[config.mk]
export PLATFORM = sky130hd
export DESIGN_NAME = draw_fade_mux
export DESIGN_NICKNAME = d
export VERILOG_FILES = /design/src/rtl/draw_fade_mux.sv
export SDC_FILE = /design/constraint.sdc
export NUM_CORES = 1
export LEC_CHECK = 0
export ABC_AREA = 1
export BUFFER_PORTS_ARGS = -buffer_cell sky130_fd_sc_hd__buf_2
export CAP_MARGIN = 25
export CELL_PAD_IN_SITES_DETAIL_PLACEMENT = 0
export CELL_PAD_IN_SITES_GLOBAL_PLACEMENT = 2
export CORE_MARGIN = 1.5
export CORE_UTILIZATION = 21
export DETAILED_ROUTE_END_ITERATION = 8
export PLACE_DENSITY = 0.81
export SETUP_SLACK_MARGIN = 0.1
export SYNTH_ARGS = -nofsm -noshare
export SYNTH_HDL_FRONTEND = slang
export SYNTH_SLANG_ARGS = --single-unit
[constraint.sdc]
create_clock -name clk -period 3.22 [get_ports clk]
set_clock_uncertainty 0.05 [all_clocks]
set_input_delay 0.161 -clock clk [delete_from_list [all_inputs] [get_ports clk]]
set_output_delay 0.161 -clock clk [all_outputs]
set_load 0.01 [all_outputs]
[src/rtl/draw_fade_mux.sv]
// Screen compositor: picks one of N_SRC aligned VGA streams and cross-fades
// through black on a source change, switching only inside vertical blanking.
module draw_fade_mux #(
    parameter int unsigned N_SRC           = 6,
    parameter int unsigned HC_W            = 11,
    parameter int unsigned RGB_W           = 12,
    parameter int unsigned FADE_SHIFT      = 3,
    parameter int unsigned FRAMES_PER_STEP = 2,
    parameter logic [RGB_W-1:0] DEFAULT_RGB = 12'h0F0
) (
    input  logic                         clk,
    input  logic                         rst,
    input  logic [$clog2(N_SRC+1)-1:0]   sel,
    input  logic [N_SRC*HC_W-1:0]        src_hcount,
    input  logic [N_SRC*HC_W-1:0]        src_vcount,
    input  logic [N_SRC-1:0]             src_hblnk,
    input  logic [N_SRC-1:0]             src_vblnk,
    input  logic [N_SRC-1:0]             src_hsync,
    input  logic [N_SRC-1:0]             src_vsync,
    input  logic [N_SRC*RGB_W-1:0]       src_rgb,
    output logic [HC_W-1:0]              out_hcount,
    output logic [HC_W-1:0]              out_vcount,
    output logic                         out_hblnk,
    output logic                         out_vblnk,
    output logic                         out_hsync,
    output logic                         out_vsync,
    output logic [RGB_W-1:0]             out_rgb,
    output logic [$clog2(N_SRC+1)-1:0]   active_src,
    output logic                         fading
);

    localparam int unsigned SEL_W = $clog2(N_SRC + 1);
    localparam int unsigned LVL_W = FADE_SHIFT + 1;
    localparam int unsigned CNT_W = (FRAMES_PER_STEP > 1) ? $clog2(FRAMES_PER_STEP) : 1;
    localparam int unsigned CH_N  = RGB_W / 4;
    localparam int unsigned MUL_W = 4 + FADE_SHIFT + 1;
    localparam logic [LVL_W-1:0] FULL     = LVL_W'(2 ** FADE_SHIFT);
    localparam logic [CNT_W-1:0] CNT_LAST = CNT_W'(FRAMES_PER_STEP - 1);

    typedef enum logic [1:0] {STEADY, FADE_OUT, FADE_IN} state_t;

    state_t            state;
    logic [SEL_W-1:0]  pending;
    logic [LVL_W-1:0]  level;
    logic [CNT_W-1:0]  step_cnt;

    logic [HC_W-1:0]   s1_hcount, s1_vcount;
    logic              s1_hblnk, s1_vblnk, s1_hsync, s1_vsync, s1_vblnk_d;
    logic [RGB_W-1:0]  s1_rgb;

    logic [HC_W-1:0]   mux_hcount_c, mux_vcount_c;
    logic              mux_hblnk_c, mux_vblnk_c, mux_hsync_c, mux_vsync_c;
    logic [RGB_W-1:0]  mux_rgb_c, scaled_c;
    logic [MUL_W-1:0]  prod_c;
    logic [SEL_W-1:0]  sel_n_c;
    logic              tick_c, step_c, leave_c;

    // Source select; the virtual source N_SRC borrows source 0 timing.
    always_comb begin
        mux_hcount_c = src_hcount[0 +: HC_W];
        mux_vcount_c = src_vcount[0 +: HC_W];
        mux_hblnk_c  = src_hblnk[0];
        mux_vblnk_c  = src_vblnk[0];
        mux_hsync_c  = src_hsync[0];
        mux_vsync_c  = src_vsync[0];
        mux_rgb_c    = DEFAULT_RGB;
        for (int i = 0; i < N_SRC; i++) begin
            if (active_src == SEL_W'(i)) begin
                mux_hcount_c = src_hcount[i*HC_W +: HC_W];
                mux_vcount_c = src_vcount[i*HC_W +: HC_W];
                mux_hblnk_c  = src_hblnk[i];
                mux_vblnk_c  = src_vblnk[i];
                mux_hsync_c  = src_hsync[i];
                mux_vsync_c  = src_vsync[i];
                mux_rgb_c    = src_rgb[i*RGB_W +: RGB_W];
            end
        end
    end

    // Per-channel brightness scaling of the stage-1 colour.
    always_comb begin
        scaled_c = '0;
        prod_c   = '0;
        for (int c = 0; c < CH_N; c++) begin
            prod_c = MUL_W'(s1_rgb[c*4 +: 4]) * MUL_W'(level);
            scaled_c[c*4 +: 4] = 4'(prod_c >> FADE_SHIFT);
        end
    end

    always_comb begin
        sel_n_c = (sel >= SEL_W'(N_SRC)) ? SEL_W'(N_SRC) : sel;
        leave_c = (sel_n_c != active_src);
        tick_c  = s1_vblnk & ~s1_vblnk_d;
        step_c  = tick_c & (step_cnt == CNT_LAST);
    end

    // Two-stage video pipeline.
    always_ff @(posedge clk) begin
        if (rst) begin
            s1_hcount  <= '0;
            s1_vcount  <= '0;
            s1_hblnk   <= 1'b0;
            s1_vblnk   <= 1'b0;
            s1_hsync   <= 1'b0;
            s1_vsync   <= 1'b0;
            s1_rgb     <= '0;
            s1_vblnk_d <= 1'b0;
            out_hcount <= '0;
            out_vcount <= '0;
            out_hblnk  <= 1'b0;
            out_vblnk  <= 1'b0;
            out_hsync  <= 1'b0;
            out_vsync  <= 1'b0;
            out_rgb    <= '0;
        end else begin
            s1_hcount  <= mux_hcount_c;
            s1_vcount  <= mux_vcount_c;
            s1_hblnk   <= mux_hblnk_c;
            s1_vblnk   <= mux_vblnk_c;
            s1_hsync   <= mux_hsync_c;
            s1_vsync   <= mux_vsync_c;
            s1_rgb     <= mux_rgb_c;
            s1_vblnk_d <= s1_vblnk;
            out_hcount <= s1_hcount;
            out_vcount <= s1_vcount;
            out_hblnk  <= s1_hblnk;
            out_vblnk  <= s1_vblnk;
            out_hsync  <= s1_hsync;
            out_vsync  <= s1_vsync;
            out_rgb    <= (s1_hblnk | s1_vblnk) ? '0 : scaled_c;
        end
    end

    // Fade control: direction is settled by sel first, then any step moves the level that way.
    always_ff @(posedge clk) begin
        if (rst) begin
            state      <= STEADY;
            active_src <= '0;
            pending    <= '0;
            level      <= FULL;
            step_cnt   <= '0;
            fading     <= 1'b0;
        end else begin
            if (state == STEADY)
                step_cnt <= '0;
            else if (tick_c)
                step_cnt <= (step_cnt == CNT_LAST) ? '0 : step_cnt + CNT_W'(1);

            if (leave_c || state == FADE_OUT)
                pending <= sel_n_c;

            if (leave_c) begin
                if (state == FADE_OUT && step_c && level == '0) begin
                    active_src <= pending;
                    level      <= LVL_W'(1);
                    state      <= (FULL == LVL_W'(1)) ? STEADY : FADE_IN;
                    fading     <= (FULL != LVL_W'(1));
                end else begin
                    state  <= FADE_OUT;
                    fading <= 1'b1;
                    if (step_c && level != '0)
                        level <= level - LVL_W'(1);
                end
            end else if (state != STEADY) begin
                if (step_c && level >= FULL - LVL_W'(1)) begin
                    level  <= FULL;
                    state  <= STEADY;
                    fading <= 1'b0;
                end else begin
                    state  <= FADE_IN;
                    fading <= 1'b1;
                    if (step_c)
                        level <= level + LVL_W'(1);
                end
            end
        end
    end

endmodule

# Word-level counts from Yosys, hierarchy flattened
# Cells that the tools add are included.
# W data, S select, Z words.
# totals
regBits	90
latchBits	0
ram_bits	0
mem_bits_ro	0
out_inout_bits	42
wordCells	107
n_memories	0
# classes
addsub	3
multipliers	3
div_mod_pow	0
order_cmp	2
n_eq_ne	8
n_shift	0
mux	51
n_bitwise	4
n_reduce_logical	16
# op_table
op	n
$mux W11	10
$mux W12	6
$mux W1	24
$mux W4	6
$mul A4 B4 Y7	3
$mux W2	4
$eq A3 B2 Y1 const B	2
$eq A3 B3 Y1 const B	2
$add A4 B1 Y4 const B	1
$ge A4 B3 Y1 const B	1
$logic_and A1 B1 Y1	4
$logic_not A4 Y1	1
$reduce_bool A2 Y1	2
$reduce_bool A4 Y1	1
$reduce_or A2 Y1	2
$sub A4 B1 Y4 const B	1
$eq A3 B1 Y1 const B	1
$ge A3 B3 Y1 const B	1
$logic_not A3 Y1	1
$mux W3	1
$ne A3 B1 Y1 const B	1
$ne A3 B3 Y1	1
$reduce_and A3 Y1	1
$reduce_bool A3 Y1	1
other kinds (8)	9

# Depth between registers and ports, before layout
# Gate-level depths: netlist (run 1).
# depth
depth_word	7
mapped_depth	14
ltp_nobuf	12

# Worst setup path before layout (run 1)
# Ideal clock, no wire load.
# synth_path
path_type	register to register
start	reg level[3]
end	reg out_rgb[3]
setup_ps	70
t_arrival_ps	2967
slack_ps	133
path_stages_with_launch	12
synth_period_minus_slack_ps	3087
path_cell_list	dfxtp_1 clkbuf_1 clkbuf_1 nand2_1 fa_1 inv_1 fa_1 fa_1 a21o_1 a21oi_1 o21ai_0 a21oi_1
# synth_between
elab_chain_len	1
# synth_lines
element	line_no	source
start, declared	44	logic [LVL_W-1:0] level;
start signal, assigned	162	level <= level - LVL_W'(1);
start signal, assigned	173	level <= level + LVL_W'(1);
$mul A4 B4 Y7	85	prod_c = MUL_W'(s1_rgb[c*4 +: 4]) * MUL_W'(level);
end signal, assigned	130	out_rgb <= (s1_hblnk | s1_vblnk) ? '0 : scaled_c;
end, declared	27	output logic [RGB_W-1:0] out_rgb,
# No other way between the ends.
# A chain may end at the register's enable or synchronous reset.

# Final worst setup path (run 1)
# layout_path
start	reg level[2]
end	reg out_rgb[3]
# The elaborated chain is that of the path after synthesis.

==> impl_metrics.yaml, run 1 <==
routing:
  drt_iter0_drc: 290
  first_pass_iters: 5
  drc: 0
  ant_nets: 0
  vias: 6481
  drt_wl_total_um: 23000
  wl_per_cell_um: 15.0
  vias_per_cell: 4.24
worst_setup_path:
  cpMostUsedCell: "fa_1"
  cp_max_fo: 9
  worstSetupPathType: "flop to flop"
  cp.arrival_ns: 3.13
  crit_path_end_kind: "flop"
  worst_ep_required_time_ns: 3.45
  cp-start-kind: "flop"
  critPathMaxStageDelay_ns: 0.54
  cp_slowest_cell: "fa_1"
  cp_cell_sequence: "nand2_1, fa_1, inv_1, fa_1, fa_1, a21o_1, a21oi_1, o21ai_0, a21oi_1"
power_and_ir_drop:
  swShare_pct: 26.1
  intPower_uw: 1980
  p_clk_share_pct: 41.5
  pwr-share-seq_pct: 44.3
  power_frac_comb_pct: 14.2
  ir_worst_vdd_uv: 228
  finalPower_uw: 2680
  p_per_area_nw_per_um2: 338
  p_switching_uw: 700
  leakage_uw: 0.00436
floorplanning:
  die_area_um2: 28900
  die_x_um: 170
  rows: 60
  coreArea_um2: 27200
  start_util_pct: 21.5
  io_pins: 275
  die_h_um: 170
synth:
  synth.avg_cell_area_um2: 6.54
  synth_area_leaders: "dfxtp_1 (31%), nand3_1 (11%), nand2_1 (11%)"
  async_flop_share_pct: 0
  postSynthCellCount: 894
  synth_top_area_cell: "dfxtp_1"
  synth-main-ff-cell: "dfxtp_1"
  yosys_warnings: 0
  synth_top_area_share_pct: 30.8
  synth_edf_count: 0
  synth.distinct_cells: 34
  synth-seq-cells: 90
  synth_nets: 1165
  synth_area_um2: 5850
  synth_seq_area_share_pct: 30.8
sta:
  fin_crit_sh_pct: 89.9
  slew_violations: 0
  hold_viol: 0
  fmax_ghz: 0.345
  setup_tns_ns: 0
  slew_headroom_pct: 53.8
  period_minus_slack_ns: 2.89
  finalSetupViolCount: 0
  rsz0062_at_grt: "false"
  worstMarginPinSlew_ns: 0.692
  whs_ns: 0.0345
cts:
  cts_hold_buffers: 0
  clockBufferDepth: 2
  post_cts_resized: 0
  clock_latency_ns: 0.35
  root_buffer: "clkbuf_16"
  numCtsBuffers: 9
  tritoncts: "yes"
  cts.reportedPaths.clkPinSlew_ns: 0.07
  htree_levels: 3
  cts.sinks: 90
  cts_setup_buffers: 0
grt:
  grt_max_degree: 49
  grt_pass1_vias: 6338
  grt.overflow.total: 0
  grt_pass1_wl_um: 34500
  grt_util_all_layers_pct: 15.7
  antenna_found_initial: 1
layout:
  nFillCells: 3120
  fin_nets: 1423
  final_common_cell: "buf_2"
  drive_gt1_share_pct: 30.3
  final_cells: 1529
  diodes: 0
  final_cell_mix: "buf_2 (274), nand2_1 (164), inv_1 (140), nand3_1 (131), dfxtp_1 (89)"
  syn2layout_area_growth_pct: 35.5
hold_path:
  hold_class: "primary input to flop"
run:
  cap_viol_max_count: 0
placed_design:
  dp.cells: 1513
  place_congestion: 0.793
  dp_hpwl_um: 17600
  portBuffers: 274
outcome:
  status: "complete, no violations"
-- worst max-delay path: cells and delay by family (launching register included) --
family / cells / cell delay (ns)
buffers and inverters: 1 / 0.06
DFF: 1 / 0.51
and+or+nand+nor: 1 / 0.12
adders and majority gates: 3 / 1.53
AOI/OAI and AO/OA: 4 / 0.55
-- layer usage --
| metal | part of all wire [%] | routed length, um | vias to the layer above | track usage [%] |
|---|---|---|---|---|
| li1 | - | - | 3364 | - |
| met1 | 42 | 9710 | 2906 | 18.8 |
| met2 | 51 | 11600 | 191 | 28.1 |
| met3 | 5.8 | 1340 | 20 | 3.77 |
| met4 | 1.4 | 314 | 0 | 3.77 |
| met5 | 0 | 0 | - | 0 |
-- cell families after synthesis --
family / synth area share [%]
adders and majority gates: 9.67
AOI/OAI and AO/OA: 13.6
and+or+nand+nor: 31.4
DFF: 30.8
buffers and inverters: 13.4
xor gates and xnor gates: 1.05
-- flip-flops by register name (all words and copies together) (netlist names), 2 cells and up --
name        cells
s1_vcount      11
s1_hcount      11
out_hcount     11
pending         3
out_vcount     11
level           4
active_src      3
s1_rgb         12
out_rgb        12
state           2
-- worst paths after layout --
path                     end         from  cells past startpoint  slack, ns
setup / recovery  out_rgb[3]     level[2]                      9       0.33
hold / removal     s1_rgb[7]  src_rgb[55]                      3       0.03
hold reg to reg    out_vsync     s1_vsync                      2       0.35
setup reg to reg  out_rgb[3]     level[2]                      9       0.33
-- cell usage after synthesis (all sizes together) (5+ instances only) --
cell,n
a21oi,87
a31oi,8
buf,25
clkbuf,24
dfxtp,90
fa,12
ha,26
inv,144
nand2,168
nand3,132
nand4,5
nor2,64
nor3,7
o21ai,59
or2,26
xnor2,6
-- power groups by stage --
stage / clock (uW) / sequential (uW) / combinational [uW]
5_1_grt: 1200 / 1190 / 433
4_1_cts: 1150 / 1190 / 386
6_report: 1110 / 1190 / 380
2_1_floorplan: 0 / 1220 / 160
3_5_place_dp: 0 / 1210 / 384
3_3_place_gp: 0 / 1210 / 384
-- layout make-up --
class | instances | area [um2] | area share [%]
repair buffers | 296 | 1540 | 19.4
multi-input cells | 608 | 3260 | 41.2
flip-flops and latches | 90 | 1800 | 22.7
well taps | 372 | 465 | 5.87
clock inverters | 5 | 62.6 | 0.789
clock buffers | 11 | 243 | 3.06
inverters | 147 | 553 | 6.98
-- through the flow --
stage	cell area [um2]	utilization, %	setup slack (ns)
after floorplan	5850	-	0.133
after global placement	7620	28.0	0.286
after detailed placement	7620	28.0	0.291
after CTS	7930	29.2	0.281
after global routing	7930	29.2	0.133
final	7930	29.2	0.325
Power figures use the tool's default switching activity.
==> inputs of run 2 (changes only) <==
CORE_ASPECT_RATIO = 1.4   (was not set)
==> run 2 against run 1 <==
Clock power rose by 20%. Setup slack gained 0.044 ns. Non-clock buffer count shrank 2. Global-route usage up 1.1 points. Critical path type unchanged. Largest cell class unchanged. Largest power group is now clock.
==> impl_metrics.yaml, run 2 (same netlist as run 1, synthesis figures left out) <==
power_and_ir_drop:
  leakage_uw: 0.00439
  ir_worst_vdd_uv: 183
  p_per_area_nw_per_um2: 363
cts:
  htree_levels: 3
  clockBufferDepth: 2
  cts.sinks: 90
  cts.reportedPaths.clkPinSlew_ns: 0.07
  tritoncts: "yes"
  clock_latency_ns: 0.35
  numCtsBuffers: 9
  cts_setup_buffers: 0
  root_buffer: "clkbuf_16"
grt:
  grt_util_met2_pct: 31.7
  grt.overflow.total: 0
  globalRouteMet1Util_pct: 18.0
  grt_pass1_wl_um: 36100
  gr-usage-met3_pct: 3.36
  grt_util_all_layers_pct: 16.8
  antenna_found_initial: 3
  grt_max_degree: 39
  busiest_layer: "met2"
  grt_pass1_vias: 6734
sta:
  worstMarginPinSlew_ns: 0.700
  hold_viol: 0
  period_minus_slack_ns: 2.85
  slew_violations: 0
  rsz0062_at_grt: "false"
  slew_headroom_pct: 53.1
  fin_crit_sh_pct: 88.5
  finalSetupViolCount: 0
  setup_tns_ns: 0
  fmax_ghz: 0.351
floorplanning:
  coreArea_um2: 27500
  io_pins: 275
  die_x_um: 144
  die_h_um: 200
  start_util_pct: 21.3
  rows: 72
  die_area_um2: 28900
placed_design:
  portBuffers: 274
  dp.cells: 1509
  place_congestion: 0.785
  dp_hpwl_um: 18300
worst_setup_path:
  worst_ep_required_time_ns: 3.41
  cp_max_fo: 8
  r2r_slack_ns: 0.37
  cp.arrival_ns: 3.04
  worstSetupPathType: "flop to flop"
  crit_path_end_kind: "flop"
  cp-start-kind: "flop"
routing:
  ant_nets: 0
  drt_wl_total_um: 24000
  first_pass_iters: 4
  drt_iter0_drc: 228
  vias: 6557
  wl_per_cell_um: 15.7
  drc: 0
  vias_per_cell: 4.29
layout:
  fin_nets: 1421
  final_cells: 1528
  drive_gt1_share_pct: 30.6
  final_common_cell: "buf_2"
  largestRegisters: "out_rgb x12, s1_rgb x12"
  syn2layout_area_growth_pct: 36.9
  final_cell_mix: "buf_2 (274), nand2_1 (163), inv_1 (139), nand3_1 (131), dfxtp_1 (88)"
outcome:
  status: "complete, no violations"
run:
  cap_viol_max_count: 0
hold_path:
  hold_class: "primary input to flop"
-- run 2: layer usage --
metal  routed length (um)  share of wire (%)
met1                 9410                 39
met2                12800                 53
met5                    0                  0
met4                  624                2.6
met3                 1230                5.1
-- run 2: timing repair --
action | 4_1_cts | 5_1_grt
hold buffers | 0 | 0
gates resized for setup | 0 | 2
endpoints found under the setup margin | 0 | 1
hold endpoints to repair | 0 | 0
-- run 2: critical path, stage by stage, from the launching register on --
cell and delay [ns]:
dfxtp_1 0.50, nand2_1 0.12, fa_1 0.51, inv_1 0.06
fa_1 0.56, inv_1 0.07, fa_1 0.42, inv_1 0.07
nand2_1 0.06, nand2_1 0.06, a21oi_1 0.07, o21ai_0 0.15
a21oi_1 0.05
-- run 2: final timing paths --
check | startpoint | end | cells past startpoint
setup reg to reg | level[1] | out_rgb[11] | 12
hold / removal | src_rgb[65] | s1_rgb[5] | 3
setup / recovery | level[1] | out_rgb[11] | 12
hold reg to reg | s1_hcount[10] | out_hcount[10] | 2
-- run 2: report_power, final --
group	leakage, uW	total (uW)	internal, uW	switching, uW
Sequential	0.000743	1190	1160	22.7
Clock	0.000178	1330	846	487
Combinational	0.00347	384	188	196
-- run 2: area by class of cell --
cell class | instances | area, um2
Timing Repair Buffer | 294 | 1530
Tap cell | 370 | 463
Multi-Input combinational cell | 608 | 3270
Fill cell | 3129 | 19500
Antenna cell | 3 | 7.51
Inverter | 147 | 553
Clock buffer | 9 | 225
Sequential cell | 90 | 1800
Clock inverter | 7 | 148
-- run 2: through the flow --
step,setup slack [ns],utilization [%],instance area [um2],power (uW),hold slack (ns)
after global placement,0.312,27.7,7620,1600,0.340
after detailed placement,0.279,27.7,7620,1600,0.343
final,0.370,29.1,8010,2900,0.0243
after CTS,0.269,29.1,8000,2960,0.0125
after global routing,0.161,29.1,8000,3050,0.0355
after floorplan,0.133,-,5850,1380,0.255
